<file path="config.mk">
export PLATFORM = sky130hd
export DESIGN_NAME = sd_ramdisk_responder
export DESIGN_NICKNAME = d
export VERILOG_FILES = /design/src/rtl/sd_ramdisk_responder.sv
export SDC_FILE = /design/constraint.sdc
export NUM_CORES = 1
export LEC_CHECK = 0
export CAP_MARGIN = 20
export CORE_ASPECT_RATIO = 0.9
export CORE_MARGIN = 5
export CORE_UTILIZATION = 45
export CTS_CLUSTER_DIAMETER = 30
export DETAILED_ROUTE_END_ITERATION = 12
export DONT_BUFFER_PORTS = 1
export HOLD_SLACK_MARGIN = 0.12
export PLACE_DENSITY = 0.7
export SYNTH_ARGS = -nofsm -noshare
export SYNTH_HDL_FRONTEND = slang
export SYNTH_SLANG_ARGS = --single-unit
</file>
<file path="constraint.sdc">
create_clock -name CLK -period 1.7 [get_ports CLK]
set_input_delay 0.255 -clock CLK [delete_from_list [all_inputs] [get_ports CLK]]
set_output_delay 0.255 -clock CLK [all_outputs]
set_load 0.01 [all_outputs]
</file>
<file path="src/rtl/sd_ramdisk_responder.sv">
// rtl/sd_ramdisk_responder.sv - RAM-backed responder for the sd_rd/sd_wr/sd_ack sector protocol.
// Optional write protection per drive is enabled with `define SD_RAMDISK_WRPROT_EN (adds the wp input).
module sd_ramdisk_responder #(
  parameter int VDNUM     = 3,
  parameter int DRV_SHIFT = 20,
  parameter int MEM_AW    = 22
) (
  input  logic              CLK,
  input  logic              RESET_N,
`ifdef SD_RAMDISK_WRPROT_EN
  input  logic [VDNUM-1:0]  wp,
`endif
  input  logic [31:0]       sd_lba,
  input  logic [VDNUM-1:0]  sd_rd,
  input  logic [VDNUM-1:0]  sd_wr,
  output logic              sd_ack,
  output logic [8:0]        sd_buff_addr,
  output logic [7:0]        sd_buff_dout,
  output logic              sd_buff_wr,
  input  logic [7:0]        sd_buff_din,
  output logic [MEM_AW-1:0] mem_addr,
  output logic              mem_rd,
  output logic              mem_wr,
  output logic [7:0]        mem_wdata,
  input  logic [7:0]        mem_rdata,
  input  logic              mem_ready,
  output logic              busy,
  output logic              err
);

  typedef enum logic [2:0] {
    S_IDLE, S_ACK, S_RD_REQ, S_RD_PUT, S_WR_ADDR, S_WR_CAP, S_WR_REQ, S_FIN
  } state_t;

  state_t              state, state_nxt;
  logic [VDNUM-1:0]    prv_rd, prv_wr, pend_rd, pend_wr, clr_rd, clr_wr;
  logic [1:0]          drv, sel_drv;
  logic [MEM_AW-10:0]  lba_q;
  logic [8:0]          idx;
  logic                is_rd, skip;
  logic                found, sel_rd, accept, lba_oor, wp_hit, mem_done;

  // Walk downward so the lowest pending drive is the last (winning) match.
  always_comb begin
    found   = 1'b0;
    sel_drv = 2'd0;
    sel_rd  = 1'b0;
    for (int d = VDNUM - 1; d >= 0; d--) begin
      if (pend_rd[d] || pend_wr[d]) begin
        found   = 1'b1;
        sel_drv = d[1:0];
        sel_rd  = pend_rd[d];
      end
    end
  end

  assign accept  = (state == S_IDLE) && found;
  assign lba_oor = |(sd_lba >> (DRV_SHIFT - 9));

`ifdef SD_RAMDISK_WRPROT_EN
  assign wp_hit = !sel_rd && wp[sel_drv];
`else
  assign wp_hit = 1'b0;
`endif

  always_comb begin
    clr_rd = '0;
    clr_wr = '0;
    if (accept) begin
      if (sel_rd) clr_rd[sel_drv] = 1'b1;
      else        clr_wr[sel_drv] = 1'b1;
    end
  end

  // Skipped (out-of-range or protected) transfers complete each memory step without a request.
  assign mem_done = skip || mem_ready;

  always_comb begin
    state_nxt = state;
    case (state)
      S_IDLE:    if (accept) state_nxt = S_ACK;
      S_ACK:     state_nxt = is_rd ? S_RD_REQ : S_WR_ADDR;
      S_RD_REQ:  if (mem_done) state_nxt = S_RD_PUT;
      S_RD_PUT:  state_nxt = (idx == 9'd511) ? S_FIN : S_RD_REQ;
      S_WR_ADDR: state_nxt = S_WR_CAP;
      S_WR_CAP:  state_nxt = S_WR_REQ;
      S_WR_REQ:  if (mem_done) state_nxt = (idx == 9'd511) ? S_FIN : S_WR_ADDR;
      S_FIN:     state_nxt = S_IDLE;
      default:   state_nxt = S_IDLE;
    endcase
  end

  always_ff @(posedge CLK or negedge RESET_N) begin
    if (!RESET_N) begin
      state        <= S_IDLE;
      prv_rd       <= '0;
      prv_wr       <= '0;
      pend_rd      <= '0;
      pend_wr      <= '0;
      drv          <= 2'd0;
      lba_q        <= '0;
      idx          <= 9'd0;
      is_rd        <= 1'b0;
      skip         <= 1'b0;
      err          <= 1'b0;
      sd_buff_dout <= 8'd0;
      mem_wdata    <= 8'd0;
    end else begin
      state   <= state_nxt;
      prv_rd  <= sd_rd;
      prv_wr  <= sd_wr;
      pend_rd <= (pend_rd & ~clr_rd) | (sd_rd & ~prv_rd);
      pend_wr <= (pend_wr & ~clr_wr) | (sd_wr & ~prv_wr);
      if (accept) begin
        drv   <= sel_drv;
        lba_q <= sd_lba[MEM_AW-10:0];
        is_rd <= sel_rd;
        skip  <= lba_oor || wp_hit;
        err   <= lba_oor || wp_hit;
        idx   <= 9'd0;
      end
      if (state == S_RD_REQ && mem_done) sd_buff_dout <= skip ? 8'd0 : mem_rdata;
      if (state == S_WR_CAP) mem_wdata <= sd_buff_din;
      // idx wraps to 0 after the last byte, leaving it ready for the next sector.
      if (state == S_RD_PUT || (state == S_WR_REQ && mem_done)) idx <= idx + 9'd1;
    end
  end

  assign busy         = (state != S_IDLE);
  assign sd_ack       = (state != S_IDLE) && (state != S_FIN);
  assign sd_buff_addr = sd_ack ? idx : 9'd0;
  assign sd_buff_wr   = (state == S_RD_PUT);
  assign mem_rd       = (state == S_RD_REQ) && !skip;
  assign mem_wr       = (state == S_WR_REQ) && !skip;
  assign mem_addr     = (MEM_AW'(drv) << DRV_SHIFT) + {lba_q, 9'd0} + MEM_AW'(idx);

endmodule

</file>
==> reports/qor.txt, run 1 <==
Skew-Pair Late Insertion Delay -> 0.33 ns
post-synth top area cell -> dfrtp_1
Remaining DRCs -> 0
Main synth FF type -> dfrtp_1
# clock sinks -> 57
Mean Syn Cell Area -> 9.84 µm²
total routed wirelength -> 6220 µm
fmax -> 610 MHz
Post-Syn Area -> 2660 µm²
FP Rows -> 26
leakage power -> 1.53 nW
EDFF count, synth -> 0
area grow syn2layout -> 27.0%
Final Cell Area -> 3370 µm²
met3 WL post-DR -> 513 µm
antenna-violating nets left -> 0
VDD IR-drop max -> 869 µV
fin worst setup slack -> 0.0598 ns
CP max FO -> 7
CP Data Arrival Time -> 1.39 ns
first-pass GRT wire length -> 10400 µm
Synth top area share -> 53.7%
initial DRC count -> 47
Initial Utilization -> 46.7%
status -> finished, final reports clean
die height -> 82.9 µm
number of global-route vias before repair -> 2057
CTS H-tree depth -> 3
largest family of logic cells by synthesized area -> simple AND/OR/NAND/NOR gates
cell area power density -> 774 nW/µm²
Bufs and invs on worst path -> 2
top sig layer -> met4
CTS max path bufs -> 2
Post-Syn Nets -> 330
Worst setup EP type -> output pin
drt pass-1 iters -> 4
Post-Place Cell Area -> 2730 µm²
Final Hold Vio Count -> 0
routability congestion estimate from global placement -> 0.819
number of port buffers -> 0
Post-synth ARST share -> 100%
largest cells by area after synthesis -> dfrtp_1 (54%), nand2_1 (9.6%), mux2_2 (3.8%), buf_4 (3.4%), nand3b_1 (2.5%)
Min-Delay Path Class -> in2reg
Synth Area in Adders -> 1.41%
gate count of the mapped netlist -> 270
CP Launch Type -> register
count of final setup violators -> 0
post-layout minimum cycle time -> 1.64 ns
WP data required -> 1.44 ns
largest net degree at the start of global routing -> 58
pins over their slew limit -> 0
area fraction in and, or, nand and nor cells after synthesis -> 23.6%
Tot GR Track Use -> 17.0%
Die ar. -> 7540 µm²
# diodes -> 0
drt via density -> 5.31
max_slew headroom -> 73.3%
Post-Route Skew -> 0.00706 ns
Synth Area in XOR/XNOR -> 0.989%
maxcap violations -> 0
Synth Warn # -> 0
initial antenna violation count -> 0
total gr overflow -> 0
critical path class -> reg2out
CTS buffer count -> 9
post-synthesis sequential area ratio -> 53.7%
detailed placer's ending HPWL -> 4240 µm
CP max stage cell -> dfrtp_1
Synth Area in Compound Gates -> 9.42%
Synth cell types -> 42
WL met1 -> 2640 µm
layout cells sized above 1 -> 18.4%
WL per Instance -> 15.9 µm
worst slew pin tran -> 0.397 ns
Max stage delay on crit path -> 0.41 ns
metal2 WL -> 3010 µm
core area -> 5690 µm²
clk root buf -> clkbuf_8
Cell Chain, Critical Path -> nor3_4, inv_2, buf_4, and3_1
Clock Pin Slew Worst Setup and Hold Paths -> 0.06 ns
RSZ-0062 raised after global routing -> true
Final nets -> 376
IO Count -> 110
fin crit share -> 96.5%
vias after detailed routing -> 2076
TritonCTS clock tree -> yes
proportion of synthesized area in mux cells -> 4.57%
Synth Register Bits -> 57
Top delay family on crit path -> simple AND/OR/NAND/NOR gates
Setup WS pre-CTS -> 0.0572 ns
die width -> 91.0 µm
-- cell type report --
class,instances,area [µm²]
Tap cell,70,87.6
Timing Repair Buffer,56,534
Inverter,10,37.5
Multi-Input combinational cell,182,1110
Clock inverter,3,15.0
Clock buffer,13,159
Fill cell,490,2320
Sequential cell,57,1430
-- state kept, by name (all words and copies together), names as in the netlist --
name          count
prv_rd            3
is_rd             1
mem_wdata         8
state             3
lba_q            13
err               1
idx               9
pend_wr           3
sd_buff_dout      8
pend_rd           3
prv_wr            3
drv               2
-- cell usage in the layout (no fill, tap or decap), types with 2 or more instances in the layout --
cell type,synthesis,final
mux2_2,9,9
nand2b_1,4,4
dfrtp_1,57,57
ha_1,3,3
o21ai_0,11,11
clkbuf_8,0,11
dlygate4sd3_1,0,36
nand2_1,68,68
nand3b_1,9,9
and3_4,0,3
nand3_1,6,3
inv_1,9,9
buf_4,12,18
mux2i_1,2,2
o31ai_1,4,4
nor2_1,13,12
a22o_1,5,5
xnor2_1,3,2
clkbuf_1,3,2
a31o_2,2,2
nand4_1,5,5
or2_2,2,2
and3_1,10,7
nor4_1,4,4
nand3_2,0,2
a211oi_1,2,2
nor3_1,4,4
clkinv_2,0,3
-- cell families (layout without fill, tap and decap cells) --
kind of cell / Yosys count / after routing
buf+inv: 31 / 82
simple gates: 131 / 131
xor+xnor: 3 / 3
fa+ha+maj: 3 / 3
mux: 11 / 11
flops: 57 / 57
compound gates: 34 / 34
-- timing repair --
item	in CTS	in global routing
resized for setup	2	9
hold buffers	37	0
endpoints found under the setup margin	10	23
endpoints found under the hold margin	98	0
pin swaps	1	1
buffers inserted	3	1
gates cloned	0	0
-- metrics by stage --
stage               util (%)  TNS, ns  hold slack, ns  power, W  std cells
finish                  59.3        0           0.141   0.00261        391
floorplan                  -        0         -0.0406   0.00142        270
detailed placement      47.9        0         -0.0395   0.00143        334
global route            59.3   -0.105           0.159   0.00275        391
global placement        47.9        0         -0.0394   0.00143        334
CTS                     58.3        0           0.132   0.00266        390
-- routing by layer --
metal	up-vias	GRT usage, %
met5	-	0
met4	0	4.00
li1	1004	-
met2	75	26.8
met1	990	21.0
met3	7	8.14
-- synthesized netlist by cell type (2+ instances only) --
master	n
buf_2	5
nand4_1	5
clkbuf_1	3
o31ai_1	4
nor4_1	4
a31o_2	2
a22o_1	5
buf_4	12
nor2_1	13
dfrtp_1	57
mux2_2	9
xnor2_1	3
mux2i_1	2
nand3b_1	9
nor3_1	4
ha_1	3
nand2_1	68
a211oi_1	2
and3_1	10
nand3_1	6
inv_1	9
o21ai_0	11
nand2b_1	4
or2_2	2
-- worst paths after layout --
kind / start / end / slack (ns) / cells after the start
setup reg to reg: state[2]$_DFFE_PN0P_ / idx[2]$_DFFE_PN0P_ / 0.08 / 6
min in group asynchronous: RESET_N / idx[0]$_DFFE_PN0P_ / 0.45 / 2
setup / recovery: state[2]$_DFFE_PN0P_ / sd_buff_addr[5] / 0.06 / 4
max in group asynchronous: RESET_N / lba_q[12]$_DFFE_PN0P_ / 1.00 / 2
hold reg to reg: prv_wr[1]$_DFF_PN0_ / pend_wr[1]$_DFF_PN0_ / 0.41 / 1
hold / removal: sd_lba[11] / err$_DFFE_PN0P_ / 0.14 / 2
-- where the power goes --
part / leakage, nW / switching (W) / total [W] / internal [W]
registers: 0.645 / 0.0000126 / 0.00139 / 0.00137
logic: 0.788 / 0.0000444 / 0.000116 / 0.0000714
clock network: 0.0932 / 0.000507 / 0.00111 / 0.000602
Power figures use the tool's default switching activity.
==> run 2: changes to the inputs <==
Settings changed: SETUP_SLACK_MARGIN set to 0.15.
==> reports/qor.txt, run 2 (synthesis results as in run 1) <==
commonest cells after routing, fill and taps aside -> nand2_1 (68), dfrtp_1 (56), dlygate4sd3_1 (37)
WP data required -> 1.44 ns
WL per Instance -> 16.2 µm
Min-Delay Path Class -> in2async
CP Data Arrival Time -> 1.38 ns
cell area power density -> 728 nW/µm²
leakage power -> 1.55 nW
detailed placer's ending HPWL -> 4240 µm
Worst setup EP type -> output pin
Final nets -> 380
CP Launch Type -> register
number of port buffers -> 0
worst slew pin tran -> 0.421 ns
die height -> 82.9 µm
Post-Route Skew -> 0.00847 ns
antenna-violating nets left -> 0
CP max FO -> 6
failing checks -> negative hold slack
max_slew headroom -> 71.8%
Biggest register -> lba_q
vias after detailed routing -> 2099
post-layout util -> 62.4%
Final Power -> 0.00259 W
first-pass GRT wire length -> 10500 µm
clk root buf -> clkbuf_8
IO Count -> 110
total gr overflow -> 0
Post-Place Cell Area -> 2730 µm²
fmax -> 613 MHz
RSZ-0062 raised after global routing -> true
status -> complete, but fails checks
CTS buffer count -> 9
post-layout minimum cycle time -> 1.63 ns
Skew-Pair Late Insertion Delay -> 0.33 ns
drt via density -> 5.31
most common cell after layout, fill and taps aside -> nand2_1
Clock Pin Slew Worst Setup and Hold Paths -> 0.07 ns
number of global-route vias before repair -> 2114
area grow syn2layout -> 33.8%
Remaining DRCs -> 0
# clock sinks -> 57
pins over their slew limit -> 0
layout cells sized above 1 -> 26.5%
Tot GR Track Use -> 17.2%
initial DRC count -> 43
FP Rows -> 26
TritonCTS clock tree -> yes
VDD IR-drop max -> 907 µV
initial antenna violation count -> 0
die width -> 91.0 µm
Die ar. -> 7540 µm²
core area -> 5690 µm²
largest net degree at the start of global routing -> 58
Final Hold Vio Count -> 57
critical path class -> reg2out
multi-input logic area -> 1250 µm²
Initial Utilization -> 46.7%
maxcap violations -> 0
routability congestion estimate from global placement -> 0.819
layout filler cell count -> 470
placed cells -> 334
Hold Slack -> -0.389 ns
FF+latch area -> 1430 µm²
total routed wirelength -> 6400 µm
biggest regs -> lba_q (13), idx (9)
CTS max path bufs -> 2
Final Cell Area -> 3550 µm²
# diodes -> 0
CTS H-tree depth -> 3
count of final setup violators -> 0
Largest register FFs -> 13
fin crit share -> 96.0%
Non-Filler Instances -> 395
drt pass-1 iters -> 4
-- run 2: area by class of cell --
cell class              instances  share of cell area (%)
clock buffers                  13                    4.47
clock inverters                 3                   0.422
inverters                      10                    1.16
multi-input cells             182                    35.1
flip-flops and latches         57                    40.2
well taps                      70                    2.46
repair buffers                 60                    16.3
-- run 2: final timing paths --
path                                           start              endpoint  slack [ns]  depth (start not counted)
min in group CLK                          sd_lba[19]       err$_DFFE_PN0P_        0.22                          3
worst min register to register   prv_rd[1]$_DFF_PN0_  pend_rd[1]$_DFF_PN0_        0.41                          1
worst min-delay path                         RESET_N    idx[1]$_DFFE_PN0P_       -0.39                          0
worst max register to register  state[2]$_DFFE_PN0P_    idx[5]$_DFFE_PN0P_        0.12                          7
worst max-delay path            state[2]$_DFFE_PN0P_       sd_buff_addr[7]        0.07                          4
max in group asynchronous                    RESET_N    idx[2]$_DFFE_PN0P_        1.96                          0
-- run 2: timing repair --
item	CTS	global route
pin swaps	4	6
resized for setup	26	25
endpoints found under the setup margin	43	52
hold buffers	35	2
endpoints found under the hold margin	98	58
buffers inserted	4	4
-- run 2: per-stage QoR --
step	TNS, ns	setup slack (ns)
6_report	0	0.0685
5_1_grt	-0.0264	-0.0130
4_1_cts	0	0.0688
3_5_place_dp	0	0.0572
3_3_place_gp	0	0.130
2_1_floorplan	0	0.198
-- run 2: per-layer routing --
layer	global-route usage, %	part of all wire [%]
met1	20.6	41
met2	27.9	50
met3	8.14	7.8
met4	4.13	0.89
met5	0	0
-- run 2: worst max-delay path, stage by stage, from the launching register on --
cell and delay, ns:
dfrtp_1 0.41, nor3_4 0.24, inv_2 0.09, buf_6 0.14, and3_4 0.18
-- run 2: where the power goes --
part / internal [W] / switching, W
Sequential: 0.00137 / 0.0000126
Combinational: 0.0000663 / 0.0000183
Clock: 0.000602 / 0.000515
Total: 0.00204 / 0.000545
==> run 3: changes to the inputs <==
Settings changed: REMOVE_ABC_BUFFERS set to 1.
==> reports/qor.txt, run 3 (synthesis results as in run 1) <==
Die ar. -> 7540 µm²
TNS Setup -> -0.0886 ns
antenna-violating nets left -> 0
first-pass GRT wire length -> 11100 µm
initial antenna violation count -> 0
met3 GRT Util -> 8.95%
leakage power -> 1.56 nW
core area -> 5690 µm²
clk root buf -> clkbuf_8
met2 GRT Util -> 29.0%
total gr overflow -> 0
Worst setup EP type -> output pin
fmax -> 584 MHz
count of final setup violators -> 9
worst slew pin tran -> 0.346 ns
WL per Instance -> 16.6 µm
critical path class -> reg2out
cell area power density -> 737 nW/µm²
most common cell after layout, fill and taps aside -> nand2_1
# diodes -> 0
status -> complete, but fails checks
vias after detailed routing -> 2104
Post-Route Skew -> 0.0113 ns
commonest cells after routing, fill and taps aside -> nand2_1 (68), dfrtp_1 (57), dlygate4sd3_1 (35)
CTS H-tree depth -> 3
area grow syn2layout -> 34.2%
IO Count -> 110
TritonCTS clock tree -> yes
VDD IR-drop max -> 602 µV
number of global-route vias before repair -> 2213
biggest regs -> lba_q (13), idx (9)
Clock Pin Slew Worst Setup and Hold Paths -> 0.08 ns
total routed wirelength -> 6590 µm
hold-fix buffers at CTS -> 35
r2r setup slk -> 0.16 ns
R2R Path Start -> state[1]$_DFFE_PN0P_
Tot GR Track Use -> 17.9%
Min-Delay Path Class -> in2async
Largest register FFs -> 13
# clock sinks -> 57
Hold Slack -> -0.397 ns
drt via density -> 5.30
Biggest register -> lba_q
pins over their slew limit -> 0
fin worst setup slack -> -0.0112 ns
Reg2Reg Depth -> 5
Final Hold Vio Count -> 57
failing checks -> negative hold slack, negative setup slack
RSZ-0062 raised after global routing -> true
placed cells -> 336
Non-Filler Instances -> 397
die width -> 91.0 µm
CP Data Arrival Time -> 1.46 ns
number of port buffers -> 0
CTS buffer count -> 9
Remaining DRCs -> 0
WP data required -> 1.44 ns
drt pass-1 iters -> 4
CP max FO -> 7
met1 Use GR -> 21.3%
maxcap violations -> 0
Skew-Pair Late Insertion Delay -> 0.34 ns
Final nets -> 382
routability congestion estimate from global placement -> 0.788
CP Launch Type -> register
max_slew headroom -> 76.9%
initial DRC count -> 111
largest net degree at the start of global routing -> 58
fin crit share -> 101%
layout cells sized above 1 -> 28.7%
FP Rows -> 26
gr busiest metal -> met2
Initial Utilization -> 46.7%
Worst R2R End -> idx[2]$_DFFE_PN0P_
CTS max path bufs -> 2
post-layout minimum cycle time -> 1.71 ns
detailed placer's ending HPWL -> 4280 µm
die height -> 82.9 µm
Final Power -> 0.00263 W
-- run 3: area by class of cell --
type | count | area, µm²
tap | 70 | 87.6
sequential | 57 | 1430
clock inverter | 6 | 50.0
inverter | 10 | 37.5
fill | 441 | 2130
multi-input combinational | 182 | 1240
clock buffer | 10 | 138
timing repair buffer | 62 | 588
-- run 3: worst max path at each step --
stage / startpoint / end / slack [ns] / depth (start not counted)
after floorplan: state[2]$_DFFE_PN0P_ / idx[2]$_DFFE_PN0P_ / -0.09 / 5
after global placement: state[0]$_DFFE_PN0P_ / idx[2]$_DFFE_PN0P_ / 0.20 / 5
after detailed placement: state[0]$_DFFE_PN0P_ / idx[2]$_DFFE_PN0P_ / 0.14 / 5
after CTS: state[2]$_DFFE_PN0P_ / sd_buff_addr[6] / -0.04 / 4
after global routing: state[1]$_DFFE_PN0P_ / sd_buff_addr[0] / -0.09 / 4
final: state[1]$_DFFE_PN0P_ / sd_buff_addr[7] / -0.01 / 4
-- run 3: critical path: stages, from the launching register on --
cell     delay [ns]
dfrtp_1        0.39
nor3_2         0.24
inv_2          0.16
buf_6          0.16
and3_4         0.17
-- run 3: timing repair --
action,in CTS,in global routing
pin swaps,2,5
gates cloned,1,0
resized for setup,24,27
hold endpoints to repair,99,57
buffers inserted,3,6
setup endpoints to repair,14,42
-- run 3: metal layers --
metal,vias to the layer above,wire (µm)
li1,1018,-
met1,995,2680
met2,81,3220
met3,10,624
met4,0,68
met5,-,0
-- run 3: per-stage QoR --
step | worst slack (ns) | utilization, % | area (µm²)
detailed placement | 0.141 | 48.1 | 2740
global route | -0.0934 | 62.6 | 3570
floorplan | -0.0865 | - | 2520
global placement | 0.197 | 48.1 | 2740
finish | -0.0112 | 62.6 | 3570
CTS | -0.0372 | 60.1 | 3420
-- run 3: power by group --
group / switching [W] / internal, W / leakage [nW]
Sequential: 0.0000132 / 0.00137 / 0.645
Combinational: 0.0000191 / 0.0000634 / 0.828
Clock: 0.000577 / 0.000582 / 0.0895
Total: 0.000609 / 0.00202 / 1.56
